## src/rtl/lsu_dmem_master.sv

```systemverilog
// Load/store unit driving a word-addressed dmem without byte enables.
// Sub-word stores are built as read-modify-write; loads return extended lanes.
module lsu_dmem_master #(
  parameter int unsigned ADDR_WIDTH = 12
) (
  input  logic        clk,
  input  logic        rst,
  input  logic        req_valid,
  output logic        req_ready,
  input  logic        req_we,
  input  logic [2:0]  req_funct3,
  input  logic [31:0] req_addr,
  input  logic [31:0] req_wdata,
  output logic        resp_valid,
  output logic [31:0] resp_rdata,
  output logic        resp_err,
  output logic        dmem_is_load,
  output logic        dmem_is_store,
  output logic [31:0] dmem_addr,
  output logic [31:0] dmem_store_data,
  input  logic [31:0] dmem_load_data
);

  typedef enum logic [1:0] {IDLE, ACCESS, WRITE, RESP} state_t;

  state_t      state;
  logic        lat_we;
  logic [2:0]  lat_funct3;
  logic [1:0]  lat_off;
  logic [15:0] lat_wdata;

  logic req_illegal;
  logic req_misaligned;
  logic req_out_of_range;
  logic req_err;
  logic req_is_sw;

  always_comb begin
    req_illegal      = (req_funct3 == 3'b011) || (req_funct3[2:1] == 2'b11) ||
                       (req_we && req_funct3[2]);
    req_misaligned   = ((req_funct3[1:0] == 2'b01) && req_addr[0]) ||
                       ((req_funct3[1:0] == 2'b10) && (req_addr[1:0] != 2'b00));
    req_out_of_range = |req_addr[31:ADDR_WIDTH+2];
    req_err          = req_illegal || req_misaligned || req_out_of_range;
    req_is_sw        = req_we && (req_funct3 == 3'b010);
  end

  function automatic logic [31:0] load_extract(input logic [31:0] word,
                                               input logic [2:0]  funct3,
                                               input logic [1:0]  off);
    logic [7:0]  b;
    logic [15:0] h;
    logic [31:0] r;
    case (off)
      2'd0:    b = word[7:0];
      2'd1:    b = word[15:8];
      2'd2:    b = word[23:16];
      default: b = word[31:24];
    endcase
    h = off[1] ? word[31:16] : word[15:0];
    case (funct3)
      3'b000:  r = {{24{b[7]}}, b};
      3'b001:  r = {{16{h[15]}}, h};
      3'b100:  r = {24'b0, b};
      3'b101:  r = {16'b0, h};
      default: r = word;
    endcase
    return r;
  endfunction

  function automatic logic [31:0] store_merge(input logic [31:0] word,
                                              input logic [2:0]  funct3,
                                              input logic [1:0]  off,
                                              input logic [15:0] wdata);
    logic [31:0] r;
    r = word;
    if (funct3[1:0] == 2'b00) begin
      case (off)
        2'd0:    r[7:0]   = wdata[7:0];
        2'd1:    r[15:8]  = wdata[7:0];
        2'd2:    r[23:16] = wdata[7:0];
        default: r[31:24] = wdata[7:0];
      endcase
    end else if (off[1]) begin
      r[31:16] = wdata;
    end else begin
      r[15:0] = wdata;
    end
    return r;
  endfunction

  always_ff @(posedge clk or posedge rst) begin
    if (rst) begin
      state           <= IDLE;
      req_ready       <= 1'b1;
      resp_valid      <= 1'b0;
      resp_rdata      <= '0;
      resp_err        <= 1'b0;
      dmem_is_load    <= 1'b0;
      dmem_is_store   <= 1'b0;
      dmem_addr       <= '0;
      dmem_store_data <= '0;
      lat_we          <= 1'b0;
      lat_funct3      <= '0;
      lat_off         <= '0;
      lat_wdata       <= '0;
    end else begin
      case (state)
        IDLE: begin
          if (req_valid && req_ready) begin
            lat_we     <= req_we;
            lat_funct3 <= req_funct3;
            lat_off    <= req_addr[1:0];
            lat_wdata  <= req_wdata[15:0];
            req_ready  <= 1'b0;
            if (req_err) begin
              state      <= RESP;
              resp_valid <= 1'b1;
              resp_err   <= 1'b1;
              resp_rdata <= '0;
            end else begin
              state     <= ACCESS;
              dmem_addr <= {{(32-ADDR_WIDTH){1'b0}}, req_addr[ADDR_WIDTH+1:2]};
              // Full-word stores go straight out; everything else reads first.
              if (req_is_sw) begin
                dmem_is_store   <= 1'b1;
                dmem_store_data <= req_wdata;
              end else begin
                dmem_is_load <= 1'b1;
              end
            end
          end
        end
        ACCESS: begin
          dmem_is_load  <= 1'b0;
          dmem_is_store <= 1'b0;
          if (!lat_we) begin
            resp_rdata <= load_extract(dmem_load_data, lat_funct3, lat_off);
            resp_err   <= 1'b0;
            resp_valid <= 1'b1;
            state      <= RESP;
          end else if (lat_funct3[1:0] == 2'b10) begin
            resp_rdata <= '0;
            resp_err   <= 1'b0;
            resp_valid <= 1'b1;
            state      <= RESP;
          end else begin
            dmem_store_data <= store_merge(dmem_load_data, lat_funct3, lat_off, lat_wdata);
            dmem_is_store   <= 1'b1;
            state           <= WRITE;
          end
        end
        WRITE: begin
          dmem_is_store <= 1'b0;
          resp_rdata    <= '0;
          resp_err      <= 1'b0;
          resp_valid    <= 1'b1;
          state         <= RESP;
        end
        RESP: begin
          resp_valid <= 1'b0;
          req_ready  <= 1'b1;
          state      <= IDLE;
        end
        default: begin
          dmem_is_load  <= 1'b0;
          dmem_is_store <= 1'b0;
          resp_valid    <= 1'b0;
          req_ready     <= 1'b1;
          state         <= IDLE;
        end
      endcase
    end
  end

endmodule
```

## config.mk

```make
export PLATFORM = sky130hd
export DESIGN_NAME = lsu_dmem_master
export DESIGN_NICKNAME = d
export VERILOG_FILES = /design/src/rtl/lsu_dmem_master.sv
export SDC_FILE = /design/constraint.sdc
export NUM_CORES = 1
export LEC_CHECK = 0
export CAP_MARGIN = 20
export CORE_UTILIZATION = 46
export CTS_CLUSTER_DIAMETER = 150
export DETAILED_ROUTE_END_ITERATION = 8
export HOLD_SLACK_MARGIN = 0.06
export PLACE_DENSITY = 0.85
export SLEW_MARGIN = 10
export SYNTH_ARGS = -nofsm -noshare
export SYNTH_HDL_FRONTEND = slang
export SYNTH_SLANG_ARGS = --single-unit
```

## constraint.sdc

```tcl
create_clock -name clk -period 4.19 [get_ports clk]
set_input_delay 0.838 -clock clk [delete_from_list [all_inputs] [get_ports clk]]
set_output_delay 0.838 -clock clk [all_outputs]
set_load 0.05 [all_outputs]
```

==> metrics.log <==
[metrics] diode count: 0
[metrics] type of the most critical hold path: flip-flop to flip-flop
[metrics] total leakage power: about 0.0037 uW
[metrics] Period minus WS final: between 3000 and 4000 ps
[metrics] gate count of the mapped netlist: 556
[metrics] maximum frequency from static timing analysis: between 300 and 400 MHz
[metrics] fraction of layout instances using a drive strength above 1: around 16%
[metrics] Area after DPL: 0.00775 sq mm
[metrics] H-tree depth reported by CTS: 3
[metrics] clock network fraction of total power: a little under an eighth
[metrics] cell count of the worst reg-to-reg path: 6
[metrics] share of the yosys chip area belonging to registers: ~45%
[metrics] worst reg2reg path startpoint: state[0]
[metrics] Die Outline Area: 0.0133 sq mm
[metrics] worst hold path startpoint: lat_wdata[13]
[metrics] wire length of the first global-routing pass: 26.9 mm
[metrics] Post-Layout Inst Area: 0.00807 sq mm
[metrics] via count of the first global-routing pass: between 4000 and 5000
[metrics] run status: finished, final reports clean
[metrics] Initial Util: between 40 and 50%
[metrics] number of max-slew violations in the final report: 0
[metrics] Yosys warning total: 0
[metrics] TritonCTS clock tree: yes
[metrics] number of maximum-capacitance violations: 0
[metrics] kind of start point of the critical path: flip-flop
[metrics] commonest register cell after synthesis: sky130_fd_sc_hd__dfrtp_1
[metrics] critical path required time: 4420 ps
[metrics] logic gate share of total power: a little over three fifths
[metrics] type of the worst setup path: flip-flop to flip-flop
[metrics] count of port buffers added during placement: roughly 180
[metrics] Worst Setup SP: state[0]
[metrics] antenna violation net count after detailed routing: 0
[metrics] fraction of synthesized cell area taken by the top area cell type: around 44%
[metrics] TritonCTS sink count: around 110
[metrics] aggregate routed wire length: between 15 and 20 mm
[metrics] residual DRC count: 0
[metrics] detail-routed via count per cell: around 5.7
[metrics] overall die height: around 120 um
[metrics] count of endpoints failing setup in the final report: 0
[metrics] Filler Cell Count: 955
[metrics] biggest area consumer among synthesized cells: sky130_fd_sc_hd__dfrtp_1
[metrics] CTS Root Buffer Type: sky130_fd_sc_hd__clkbuf_16
[metrics] share of the cycle needed by the critical path after routing: approximately 72%
[metrics] routability congestion estimate from global placement: 0.943
[metrics] chip width: around 120 um
[metrics] Total GRT Usage: 26.7%
[metrics] largest fanout on the critical path: 16
[metrics] CTS Hold Buffers Added: 0
[metrics] worst rel slew slack: about two fifths
[metrics] 1st-pass router iterations: 5
[metrics] sum of negative setup slack: 0 ps
[metrics] Setup Skew: approximately 9.3 ps
[metrics] Cell Pwr Density: between 800 and 900 mW/mm^2
[metrics] number of antenna violations at the first check in global routing: 0
[metrics] post-CTS setup repair buffer count: 0
[metrics] EDFF count, synth: 0
[metrics] largest net degree at the start of global routing: between 80 and 90
[metrics] synth unique cells: 57
[metrics] Flop pwr share: about a quarter
[metrics] post-synthesis instance area: between 0.005 and 0.006 sq mm
[metrics] source-to-sink clock delay at the later pin of the worst-skew pair: between 300 and 400 ps
[metrics] area of the core: around 0.012 sq mm
[metrics] number of buffers added by the clock tree synthesis step: 9
[metrics] count of boundary I/O pins: a little over 200
[metrics] internal power: approximately 3600 uW
[metrics] count of final hold-check violations: 0
[metrics] area added between synthesis and finish: 36.8%
[metrics] endpoint class of the critical path: flip-flop
[metrics] Rows: 40
[metrics] PostCTS Resize Cnt: 0
[metrics] Slew @ Worst Pin: 917 ps
[metrics] async set-reset flop share out of synthesis: between 90% and 100%
[metrics] switching power summed over all nets: between 3000 and 4000 uW
[metrics] synthesized area per cell: 10.6 sq um
[metrics] number of vias in the routed layout: 5086
[metrics] largest voltage drop on the vdd net: around 0.45 mV
[metrics] number of design-rule violations left by the first detailed-router iteration: 420
[metrics] signal arrival time at the worst endpoint: roughly 3300 ps
[metrics] hold path cells: 2
[metrics] worst reg2reg setup slack: ~1200 ps
[metrics] Max clock buf depth: 2
[metrics] total of flip-flops plus latches after synthesis: roughly 110
[metrics] WL/cell: between 15 and 20 um
[metrics] switching share of power: a little under half
[metrics] total overflow reported by the global router: 0
[metrics] Layout Nets: a little over 800
[metrics] largest cells by area after synthesis: sky130_fd_sc_hd__dfrtp_1 (44%), sky130_fd_sc_hd__mux2_2 (7.6%), sky130_fd_sc_hd__mux2_4 (7.6%), sky130_fd_sc_hd__o21ai_0 (3.8%), sky130_fd_sc_hd__nand2_1 (3.4%)
[metrics] Final HPWL DP: 13.0 mm
[metrics] setup repair after global routing missed its margin: false
[metrics] clock-pin slew reported for the worst setup and hold paths after clock tree synthesis: 70 ps
cells in the mapped netlist (9+ instances only):
master                     count
sky130_fd_sc_hd__a211oi_1     11
sky130_fd_sc_hd__a21oi_1      24
sky130_fd_sc_hd__a22o_1       16
sky130_fd_sc_hd__buf_2         9
sky130_fd_sc_hd__buf_4        21
sky130_fd_sc_hd__clkbuf_1     17
sky130_fd_sc_hd__dfrtp_1     104
sky130_fd_sc_hd__inv_1        26
sky130_fd_sc_hd__mux2_2       40
sky130_fd_sc_hd__mux2_4       30
sky130_fd_sc_hd__mux2i_1      20
sky130_fd_sc_hd__nand2_1      54
sky130_fd_sc_hd__nor2_1       37
sky130_fd_sc_hd__o21ai_0      45
sky130_fd_sc_hd__o221ai_1      9
sky130_fd_sc_hd__o22a_1        9
sky130_fd_sc_hd__o22ai_1      10
routing by layer:
| layer | global-route usage [%] | part of all wire (%) | vias up |
|---|---|---|---|
| li1 | - | - | 2287 |
| met4 | 9.44 | 2.7 | 0 |
| met3 | 4.74 | 6.7 | 34 |
| met1 | 35.5 | 42 | 2491 |
| met2 | 44.2 | 48 | 274 |
| met5 | 0 | 0 | - |
area by class of cell:
cell class	count	area [sq um]	share of cell area (%)
clock inverters	6	50.0	0.620
flip-flops and latches	105	2630	32.6
inverters	28	108	1.33
well taps	168	210	2.61
repair buffers	191	1910	23.7
clock buffers	10	239	2.96
multi-input cells	389	2920	36.2
worst paths after layout:
| check | end |
|---|---|
| worst min register to register | lat_wdata[13] |
| min in group asynchronous | resp_rdata[23] |
| max in group asynchronous | lat_wdata[12] |
| worst max register to register | resp_rdata[7] |
| worst min-delay path | lat_wdata[13] |
| worst max-delay path | resp_rdata[7] |
state kept, by name, indices dropped and copies added, names as in the netlist:
register / cells
dmem_store_data: 32
lat_wdata: 16
resp_rdata: 32
lat_funct3: 3
dmem_is_store: 1
lat_off: 2
req_ready: 1
state: 2
resp_valid: 1
resp_err: 1
dmem_addr: 12
lat_we: 1
dmem_is_load: 1
cells in the final DEF, fill, tap and decap left out, types with 4 or more instances in the layout:
cell,instances
sky130_fd_sc_hd__o211a_1,5
sky130_fd_sc_hd__mux2_2,40
sky130_fd_sc_hd__clkbuf_16,9
sky130_fd_sc_hd__a21oi_1,23
sky130_fd_sc_hd__nand2_1,54
sky130_fd_sc_hd__conb_1,20
sky130_fd_sc_hd__a22o_1,16
sky130_fd_sc_hd__mux2i_1,20
sky130_fd_sc_hd__inv_1,25
sky130_fd_sc_hd__clkdlybuf4s50_1,183
sky130_fd_sc_hd__o22ai_1,10
sky130_fd_sc_hd__nand2b_1,5
sky130_fd_sc_hd__o221ai_1,9
sky130_fd_sc_hd__o22a_1,9
sky130_fd_sc_hd__mux2_1,4
sky130_fd_sc_hd__dfrtp_1,104
sky130_fd_sc_hd__nor2_1,37
sky130_fd_sc_hd__a211oi_1,11
sky130_fd_sc_hd__o21ai_0,45
sky130_fd_sc_hd__and2_1,5
sky130_fd_sc_hd__mux2_4,30
sky130_fd_sc_hd__buf_4,7
critical path, cell delays in order (launching register included):
cell                      delay, ps
sky130_fd_sc_hd__dfrtp_1        410
sky130_fd_sc_hd__inv_1          130
sky130_fd_sc_hd__ha_1           570
sky130_fd_sc_hd__and3_1         490
sky130_fd_sc_hd__nand2_1        140
sky130_fd_sc_hd__o22ai_2        750
sky130_fd_sc_hd__mux2_2         420
stage by stage:
| stage | util, % | std cells | setup WS [ps] | hold slack [ps] | power, uW |
|---|---|---|---|---|---|
| final | 65.8 | 897 | 1160 | 494 | 6940 |
| after global routing | 65.8 | 897 | 974 | 519 | 7300 |
| after CTS | 65.6 | 896 | 1160 | 493 | 6930 |
| after detailed placement | 63.2 | 880 | 956 | 471 | 6080 |
| after global placement | 63.2 | 880 | 1040 | 463 | 5940 |
| after floorplan | - | 575 | 593 | 450 | 4920 |
kinds of logic (layout without fill, tap and decap cells):
group | Yosys count | count (layout) | share of synthesized area (%)
buf+inv | 81 | 235 | 7.19
compound gates | 147 | 147 | 17.2
flops | 105 | 105 | 44.6
fa+ha+maj | 4 | 4 | 0.849
mux | 96 | 96 | 20.2
simple gates | 122 | 122 | 9.91
other cells | 1 | 20 | 0.0636
power groups by stage:
stage | combinational [uW] | clock (uW) | sequential [uW]
floorplan | 2230 | 0 | 2690
global placement | 4190 | 0 | 1750
detailed placement | 4310 | 0 | 1770
CTS | 4330 | 836 | 1760
global route | 4600 | 882 | 1820
finish | 4360 | 822 | 1770
Power figures use the tool's default switching activity.
